**config.mk**
```make
export PLATFORM = sky130hd
export DESIGN_NAME = memcore_uram_stream_reader
export DESIGN_NICKNAME = d
export VERILOG_FILES = /design/src/rtl/memcore_pkg.sv /design/src/rtl/memcore_stream_buf.sv /design/src/rtl/memcore_uram_stream_reader.sv
export SDC_FILE = /design/constraint.sdc
export NUM_CORES = 1
export LEC_CHECK = 0
export CORE_MARGIN = 4
export CORE_UTILIZATION = 55
export DETAILED_ROUTE_END_ITERATION = 8
export PLACE_DENSITY = 0.88
export SKIP_LAST_GASP = 1
export SLEW_MARGIN = 25
export SYNTH_ARGS = -nofsm -noshare
export SYNTH_HDL_FRONTEND = slang
export SYNTH_SLANG_ARGS = --single-unit
```
**constraint.sdc**
```tcl
create_clock -name clk -period 6.5 [get_ports clk]
set_input_delay 1.3 -clock clk [delete_from_list [all_inputs] [get_ports clk]]
set_output_delay 1.3 -clock clk [all_outputs]
set_load 0.05 [all_outputs]
```
**src/rtl/memcore_pkg.sv**
```systemverilog
// rtl/memcore_pkg.sv - shared types and helpers for the memcore read-side stream blocks
package memcore_pkg;

   typedef enum logic [1:0] {
      IDLE       = 2'd0,
      BURST      = 2'd1,
      DRAIN_DONE = 2'd2
   } state_t;

   localparam int MAX_READ_LATENCY = 4;

   // Sequential address step that wraps at the end of the memcore.
   function automatic int unsigned addr_next(input int unsigned addr, input int unsigned range);
      return (addr + 1 >= range) ? 0 : addr + 1;
   endfunction

   // Buffer must hold every in-flight read plus one, and pointers wrap by power of two.
   function automatic bit buf_depth_ok(input int depth, input int latency);
      return (latency >= 1) && (latency <= MAX_READ_LATENCY) &&
             (depth >= latency + 1) && ((depth & (depth - 1)) == 0);
   endfunction

endpackage

```
**src/rtl/memcore_stream_buf.sv**
```systemverilog
// rtl/memcore_stream_buf.sv - register-based first-word-fall-through buffer with occupancy
module memcore_stream_buf
   import memcore_pkg::*;
#(
   parameter int DATA_WIDTH = 32,
   parameter int BUF_DEPTH  = 4
) (
   input  logic                         clk,
   input  logic                         reset,
   input  logic                         push,
   input  logic [DATA_WIDTH-1:0]        push_data,
   input  logic                         pop,
   output logic [DATA_WIDTH-1:0]        head_data,
   output logic                         head_valid,
   output logic [$clog2(BUF_DEPTH):0]   occupancy
);
   localparam int PW = $clog2(BUF_DEPTH);
   localparam int CW = PW + 1;

   logic [DATA_WIDTH-1:0] mem [BUF_DEPTH];
   logic [PW-1:0]         wr_ptr;
   logic [PW-1:0]         rd_ptr;
   logic [CW-1:0]         count;
   logic                  do_pop;
   logic                  do_push;

   assign do_pop     = pop && (count != '0);
   assign do_push    = push && ((count != CW'(BUF_DEPTH)) || do_pop);
   assign head_data  = mem[rd_ptr];
   assign head_valid = (count != '0);
   assign occupancy  = count;

   always_ff @(posedge clk or posedge reset) begin
      if (reset) begin
         for (int i = 0; i < BUF_DEPTH; i++) mem[i] <= '0;
         wr_ptr <= '0;
         rd_ptr <= '0;
         count  <= '0;
      end else begin
         if (do_push) begin
            mem[wr_ptr] <= push_data;
            wr_ptr      <= wr_ptr + PW'(1);
         end
         if (do_pop) rd_ptr <= rd_ptr + PW'(1);
         case ({do_push, do_pop})
            2'b10:   count <= count + CW'(1);
            2'b01:   count <= count - CW'(1);
            default: count <= count;
         endcase
      end
   end

endmodule

```
**src/rtl/memcore_uram_stream_reader.sv**
```systemverilog
// rtl/memcore_uram_stream_reader.sv - burst reader turning memcore read-port data into a backpressured stream
// Define MEMCORE_URAM_STREAM_READER_LAST_EN to add the dout_last end-of-burst marker.
module memcore_uram_stream_reader
   import memcore_pkg::*;
#(
   parameter int DATA_WIDTH    = 32,
   parameter int ADDRESS_WIDTH = 6,
   parameter int ADDRESS_RANGE = 64,
   parameter int LEN_WIDTH     = 7,
   parameter int READ_LATENCY  = 1,
   parameter int BUF_DEPTH     = 4
) (
   input  logic                     clk,
   input  logic                     reset,
   input  logic [ADDRESS_WIDTH-1:0] req_addr,
   input  logic [LEN_WIDTH-1:0]     req_len,
   input  logic                     req_valid,
   output logic                     req_ready,
   output logic [ADDRESS_WIDTH-1:0] address1,
   output logic                     ce1,
   input  logic [DATA_WIDTH-1:0]    q1,
   output logic [DATA_WIDTH-1:0]    dout,
   output logic                     dout_valid,
   input  logic                     dout_ready,
   output logic                     busy
`ifdef MEMCORE_URAM_STREAM_READER_LAST_EN
   ,
   output logic                     dout_last
`endif
);
   localparam bit CFG_OK = buf_depth_ok(BUF_DEPTH, READ_LATENCY);
   localparam int CW     = $clog2(BUF_DEPTH) + 1;
`ifdef MEMCORE_URAM_STREAM_READER_LAST_EN
   localparam int BW = DATA_WIDTH + 1;
`else
   localparam int BW = DATA_WIDTH;
`endif

   if (!CFG_OK) begin : g_cfg_error
      $error("memcore_uram_stream_reader: BUF_DEPTH/READ_LATENCY combination is illegal");
   end

   state_t                   state;
   logic [ADDRESS_WIDTH-1:0] cur_addr;
   logic [LEN_WIDTH-1:0]     remaining;
   logic [READ_LATENCY-1:0]  pipe_v;
   logic [CW-1:0]            occupancy;
   logic [CW-1:0]            inflight;
   logic [CW:0]              credit_used;
   logic                     issue;
   logic                     pop;
   logic                     burst_done;
   logic [BW-1:0]            push_data;
   logic [BW-1:0]            head_data;

   always_comb begin
      inflight = '0;
      for (int i = 0; i < READ_LATENCY; i++) inflight = inflight + CW'(pipe_v[i]);
   end

   // Credits count reads still in the memcore pipe, so every return has a slot waiting.
   assign credit_used = {1'b0, inflight} + {1'b0, occupancy};
   assign issue       = (state == BURST) && (remaining != '0) && (credit_used < (CW+1)'(BUF_DEPTH));
   assign ce1         = issue;
   assign address1    = cur_addr;
   assign pop         = dout_valid && dout_ready;
   assign burst_done  = (remaining == '0) && (pipe_v == '0) &&
                        ((occupancy == '0) || ((occupancy == CW'(1)) && pop));
   assign req_ready   = (state != BURST);
   assign busy        = (state != IDLE);

   always_ff @(posedge clk or posedge reset) begin
      if (reset) begin
         state     <= IDLE;
         cur_addr  <= '0;
         remaining <= '0;
      end else begin
         case (state)
            IDLE, DRAIN_DONE: begin
               state <= IDLE;
               if (req_valid && (req_len != '0)) begin
                  cur_addr  <= req_addr;
                  remaining <= req_len;
                  state     <= BURST;
               end
            end
            BURST: begin
               if (issue) begin
                  cur_addr  <= ADDRESS_WIDTH'(addr_next(32'(cur_addr), ADDRESS_RANGE));
                  remaining <= remaining - LEN_WIDTH'(1);
               end
               if (burst_done) state <= DRAIN_DONE;
            end
            default: state <= IDLE;
         endcase
      end
   end

   always_ff @(posedge clk or posedge reset) begin
      if (reset) begin
         pipe_v <= '0;
      end else begin
         pipe_v[0] <= issue;
         for (int i = 1; i < READ_LATENCY; i++) pipe_v[i] <= pipe_v[i-1];
      end
   end

`ifdef MEMCORE_URAM_STREAM_READER_LAST_EN
   logic [READ_LATENCY-1:0] pipe_last;

   always_ff @(posedge clk or posedge reset) begin
      if (reset) begin
         pipe_last <= '0;
      end else begin
         pipe_last[0] <= issue && (remaining == LEN_WIDTH'(1));
         for (int i = 1; i < READ_LATENCY; i++) pipe_last[i] <= pipe_last[i-1];
      end
   end

   assign push_data         = {pipe_last[READ_LATENCY-1], q1};
   assign {dout_last, dout} = head_data;
`else
   assign push_data = q1;
   assign dout      = head_data;
`endif

   memcore_stream_buf #(
      .DATA_WIDTH (BW),
      .BUF_DEPTH  (BUF_DEPTH)
   ) u_buf (
      .clk        (clk),
      .reset      (reset),
      .push       (pipe_v[READ_LATENCY-1]),
      .push_data  (push_data),
      .pop        (pop),
      .head_data  (head_data),
      .head_valid (dout_valid),
      .occupancy  (occupancy)
   );

endmodule

```
======== Word-level counts from Yosys, hierarchy flattened ========
Index checks and enable logic that the tools add are counted.
W data, S select, Z words.
operators by class
  equality and inequality tests ........... 10
  mux-type cells .......................... 17
  reductions and logical operators ........ 23
  bitwise logic cells ..................... 3
  $add $sub $neg .......................... 7
  magnitude comparators ................... 5
operators with widths
  cell                   number
  $bwmux W128            1
  $mux W32               3
  $bmux W32 S2           1
  $demux W32 S2          1
  $mux W6                3
  $mux W7                2
  $pmux W7 S2            1
  $reduce_bool A7 Y1     2
  $pmux W6 S2            1
  $logic_and A1 B1 Y1    10
  $add A6 B1 Y7 const B  1
  $ge A7 B7 Y1 const B   1
  $logic_not A7 Y1       1
  $sub A7 B1 Y7 const B  1
  $ge A3 B3 Y1 const B   2
  $ne A2 B2 Y1 const B   3
  $not A2 Y3             2
  $pmux W3 S2            1
  $reduce_bool A2 Y1     3
  $add A1 B3 Y4          1
  $add A2 B1 Y2 const B  2
  $eq A2 B1 Y1 const B   2
  $eq A2 B2 Y1 const B   2
  $lt A4 B3 Y1 const B   1
  16 further kinds       17
word-level totals
  input bits .............................. 49
  register bits ........................... 151

======== Depth between registers and ports, before layout ========
  depth after elaboration ................. 7
  gate-level depth with buffers ........... 10
  gate-level depth less buffers ........... 9

======== By module ========
Synthesis repeated with hierarchy kept, for this count alone.
unflattened totals
  cell total of the unflattened synthesis .. 463
  area total of the unflattened synthesis .. 6981.7 um2
modules (own cells, without submodules)
  module                      instances  area each (um2)  sequential area each (um2)  cells an instance
  memcore_stream_buf          1          5972.0           3378.2                      349
  memcore_uram_stream_reader  1          1009.7           400.4                       114

======== Worst setup path after synthesis ========
Ideal clock, no wire load.
  path kind ............................... register to output
  start point ............................. reg state[1]
  end point ............................... out ce1
  setup slack ............................. 3.524 ns
  data arrival time ....................... 1.676 ns
  cell stages (with the launch flop) ...... 5
  data required time ...................... 5.200 ns
  cell sequence ........................... dfrtp_1 > and2b_1 > inv_2 > a311o_1 > nor2_1
between the ends
  word-level cells in the longest chain between the ends .. 3
RTL lines
  item                              RTL line                          text
  from (decl)                       memcore_uram_stream_reader.sv:43  state_t state;
  from (signal assigned)            memcore_uram_stream_reader.sv:74  state <= IDLE;
  from (signal assigned)            memcore_uram_stream_reader.sv:80  state <= IDLE;
  from (signal assigned)            memcore_uram_stream_reader.sv:84  state <= BURST;
  $eq A2 B1 Y1                      memcore_uram_stream_reader.sv:63  assign issue = (state == BURST) && (remaining != '0) && (credit_used < (CW+1)'(BUF_DEPTH));
  $logic_and A1 B1 Y1 (2 in a row)  memcore_uram_stream_reader.sv:63
  to (decl)                         memcore_uram_stream_reader.sv:20  output logic ce1,
Every way passes these cells.

======== Worst setup path in the final report ========
Same ends and word-level chain as after synthesis.

==> out/metrics.cfg <==
[status]
status=finished clean

[final_layout]
design_area_um2=8480
drive_above_1_share=0.364
syn_to_final_growth_pct=23.5
antennaDiodeCount=0
nNetsFinal=608

[die]
die_area_um2=14300
die_x_um=120
initial_utilization=0.567
coreArea_um2=12100
io_pins=91
die_h_um=120
rows=40

[sta]
setup_tns_ps=0
holdWs_ps=498
hold_violations=0
min_period_ps=4260
setup_viol=0
drv_slew=0
final.setup_skew_ps=9.00
fmax_mhz=235
grt_setup_unrepaired=no
tightest_slew_ps=932
finalCritPeriodShare=0.656
slew_headroom=0.376

[global_routing]
grt_pass1_wl_mm=22.9
grt_max_degree=100
grt_pass1_vias=4524
groute.usage.overall=0.206
grt_antenna_before_repair=1
gr-total-overflow=0

[hold_path]
whs_path_depth=1
hp-start=u_buf.mem[55]
hold_class=register to register
min_to=u_buf.mem[55]

[routing]
drtAntennaViolNets=0
viasPerCell=5.74
drt-total-wl_mm=13.7
drc=0
via_count=4176
dr.pass1.iters=4
wl_per_cell_um=18.8
drt_iter0_markers=374

[synth]
postSynthCellCount=462
synthArstFlopShare=1.00
yosysSeqAreaShare=0.550
synth_area_leader_cell=dfrtp_1
synth.cell_area_um2=6870
netlist_top_cells_area=dfrtp_1 (55%), mux2_2 (21%), mux4_2 (10%), ha_1 (2.2%), buf_2 (1.2%)
yosys_warnings=0
synth_top_area_share=0.550
synth_cell_types=43
avgSynthCellArea_um2=14.9
synth_edf_count=0
ys_seq_elements=151
synthFlopType=dfrtp_1
syn-num-nets=523

[placement]
gp_congestion=0.833
dpl_cell_area_um2=7890
dp_hpwl_mm=8.67
io_buffers=90

[clocking]
ctsHoldBuffers=0
clk_latency_ps=420
cts_root_buf=clkbuf_16
cts_buffers=17
cts_tree=yes
path_clk_slew_ps=60
ctsResizeCount=0
cts_setup_buffers=0
htree_levels=4
clock_sinks=151
clockBufferDepth=2

[critical_path]
r2r-end=remaining[0]
worst_setup_path_start_kind=register
setup.worst_path.end_class=primary output
required_ps=5200
cp.arrival_ps=2960
cpPeakStageDelay_ps=830
path_class=register to primary output
cp_max_fo=22
ff2ff_path_depth=6
path_cells=and2b_1, inv_2, a311o_1, nor2_1, clkdlybuf4s50_1
reg2reg_slack_ps=3910
crit_path_top_delay_cell=clkdlybuf4s50_1
r2r-start=state[1]

[job]
drv_cap=0

layer usage:
metal | GRT usage | vias up | wire [um]
met3 | 0.0561 | 17 | 627
met5 | 0 | - | 11
met2 | 0.339 | 103 | 6900
met1 | 0.262 | 2173 | 5970
met4 | 0.0809 | 2 | 197
li1 | - | 1881 | -
layout make-up:
cell class | instances | area (um2)
inverter | 10 | 42.5
sequential | 151 | 3780
tap | 168 | 210
multi-input combinational | 275 | 2940
clock buffer | 31 | 568
clock inverter | 1 | 30.0
timing repair buffer | 92 | 916
fill | 800 | 3630
cell usage in the layout, fill, tap and decap left out, types with 2 or more instances in the layout:
master / instances
dfrtp_1: 149
mux2_2: 128
clkdlybuf4s50_1: 90
mux4_2: 32
clkbuf_16: 17
nor2_1: 14
nand2_1: 12
ha_1: 12
o21ai_0: 10
a21oi_1: 10
o21ai_1: 9
clkbuf_8: 9
inv_1: 8
nor3_1: 5
clkbuf_1: 5
nand2_2: 4
xnor2_1: 4
nand3_1: 4
a22oi_1: 3
and2_1: 2
xor2_1: 2
a311o_1: 2
nor2b_1: 2
buf_4: 2
dfrtp_2: 2
flip-flops by register name, indices dropped and copies added (netlist names):
name	count
address1	6
pipe_v	1
remaining	7
state	2
u_buf.mem	128
u_buf.occupancy	3
u_buf.rd_ptr	2
u_buf.wr_ptr	2
cells in the mapped netlist (all sizes together), types with 4 or more instances:
cell and n:
a21oi 10, a22oi 4, buf 18, clkbuf 8, dfrtp 151, ha 12, inv 10, mux2 128
mux4 32, nand2 16, nand3 4, nor2 14, nor3 6, o21ai 20, xnor2 4
per-stage QoR:
step                      setup WS (ps)   util  instances
after detailed placement           2740  0.651        696
final                              2240  0.700        728
after global routing               2090  0.700        728
after global placement             2820  0.651        696
after floorplan                    1140      -        462
after CTS                          2240  0.700        728
logic make-up after synthesis:
family                   Yosys count  synth area share
flip-flops                       151             0.550
adder cells (fa/ha/maj)           12            0.0219
XOR/XNOR                           6           0.00765
multiplexers                     161             0.316
AND/OR/NAND/NOR                   51            0.0357
AO/OA/AOI/OAI                     45            0.0444
buffers and inverters             36            0.0242
how the worst max path moves through the flow:
stage	slack, ps	depth (start not counted)	from	endpoint
3_3_place_gp	2820	3	u_buf.rd_ptr[0]	dout[30]
4_1_cts	2240	5	state[1]	ce1
2_1_floorplan	1140	1	reset	address1[0]
5_1_grt	2090	5	state[1]	ce1
6_report	2240	5	state[1]	ce1
3_5_place_dp	2740	5	state[1]	ce1
critical path: cells and delay by family, from the launching register on:
family | cells | cell delay [ps]
AO/OA/AOI/OAI | 1 | 440
buffers and inverters | 2 | 1100
flip-flops | 1 | 380
AND/OR/NAND/NOR | 2 | 620
Power is not shown: default switching activity piles up to over one toggle a cycle in this logic, so the estimate is an artifact.
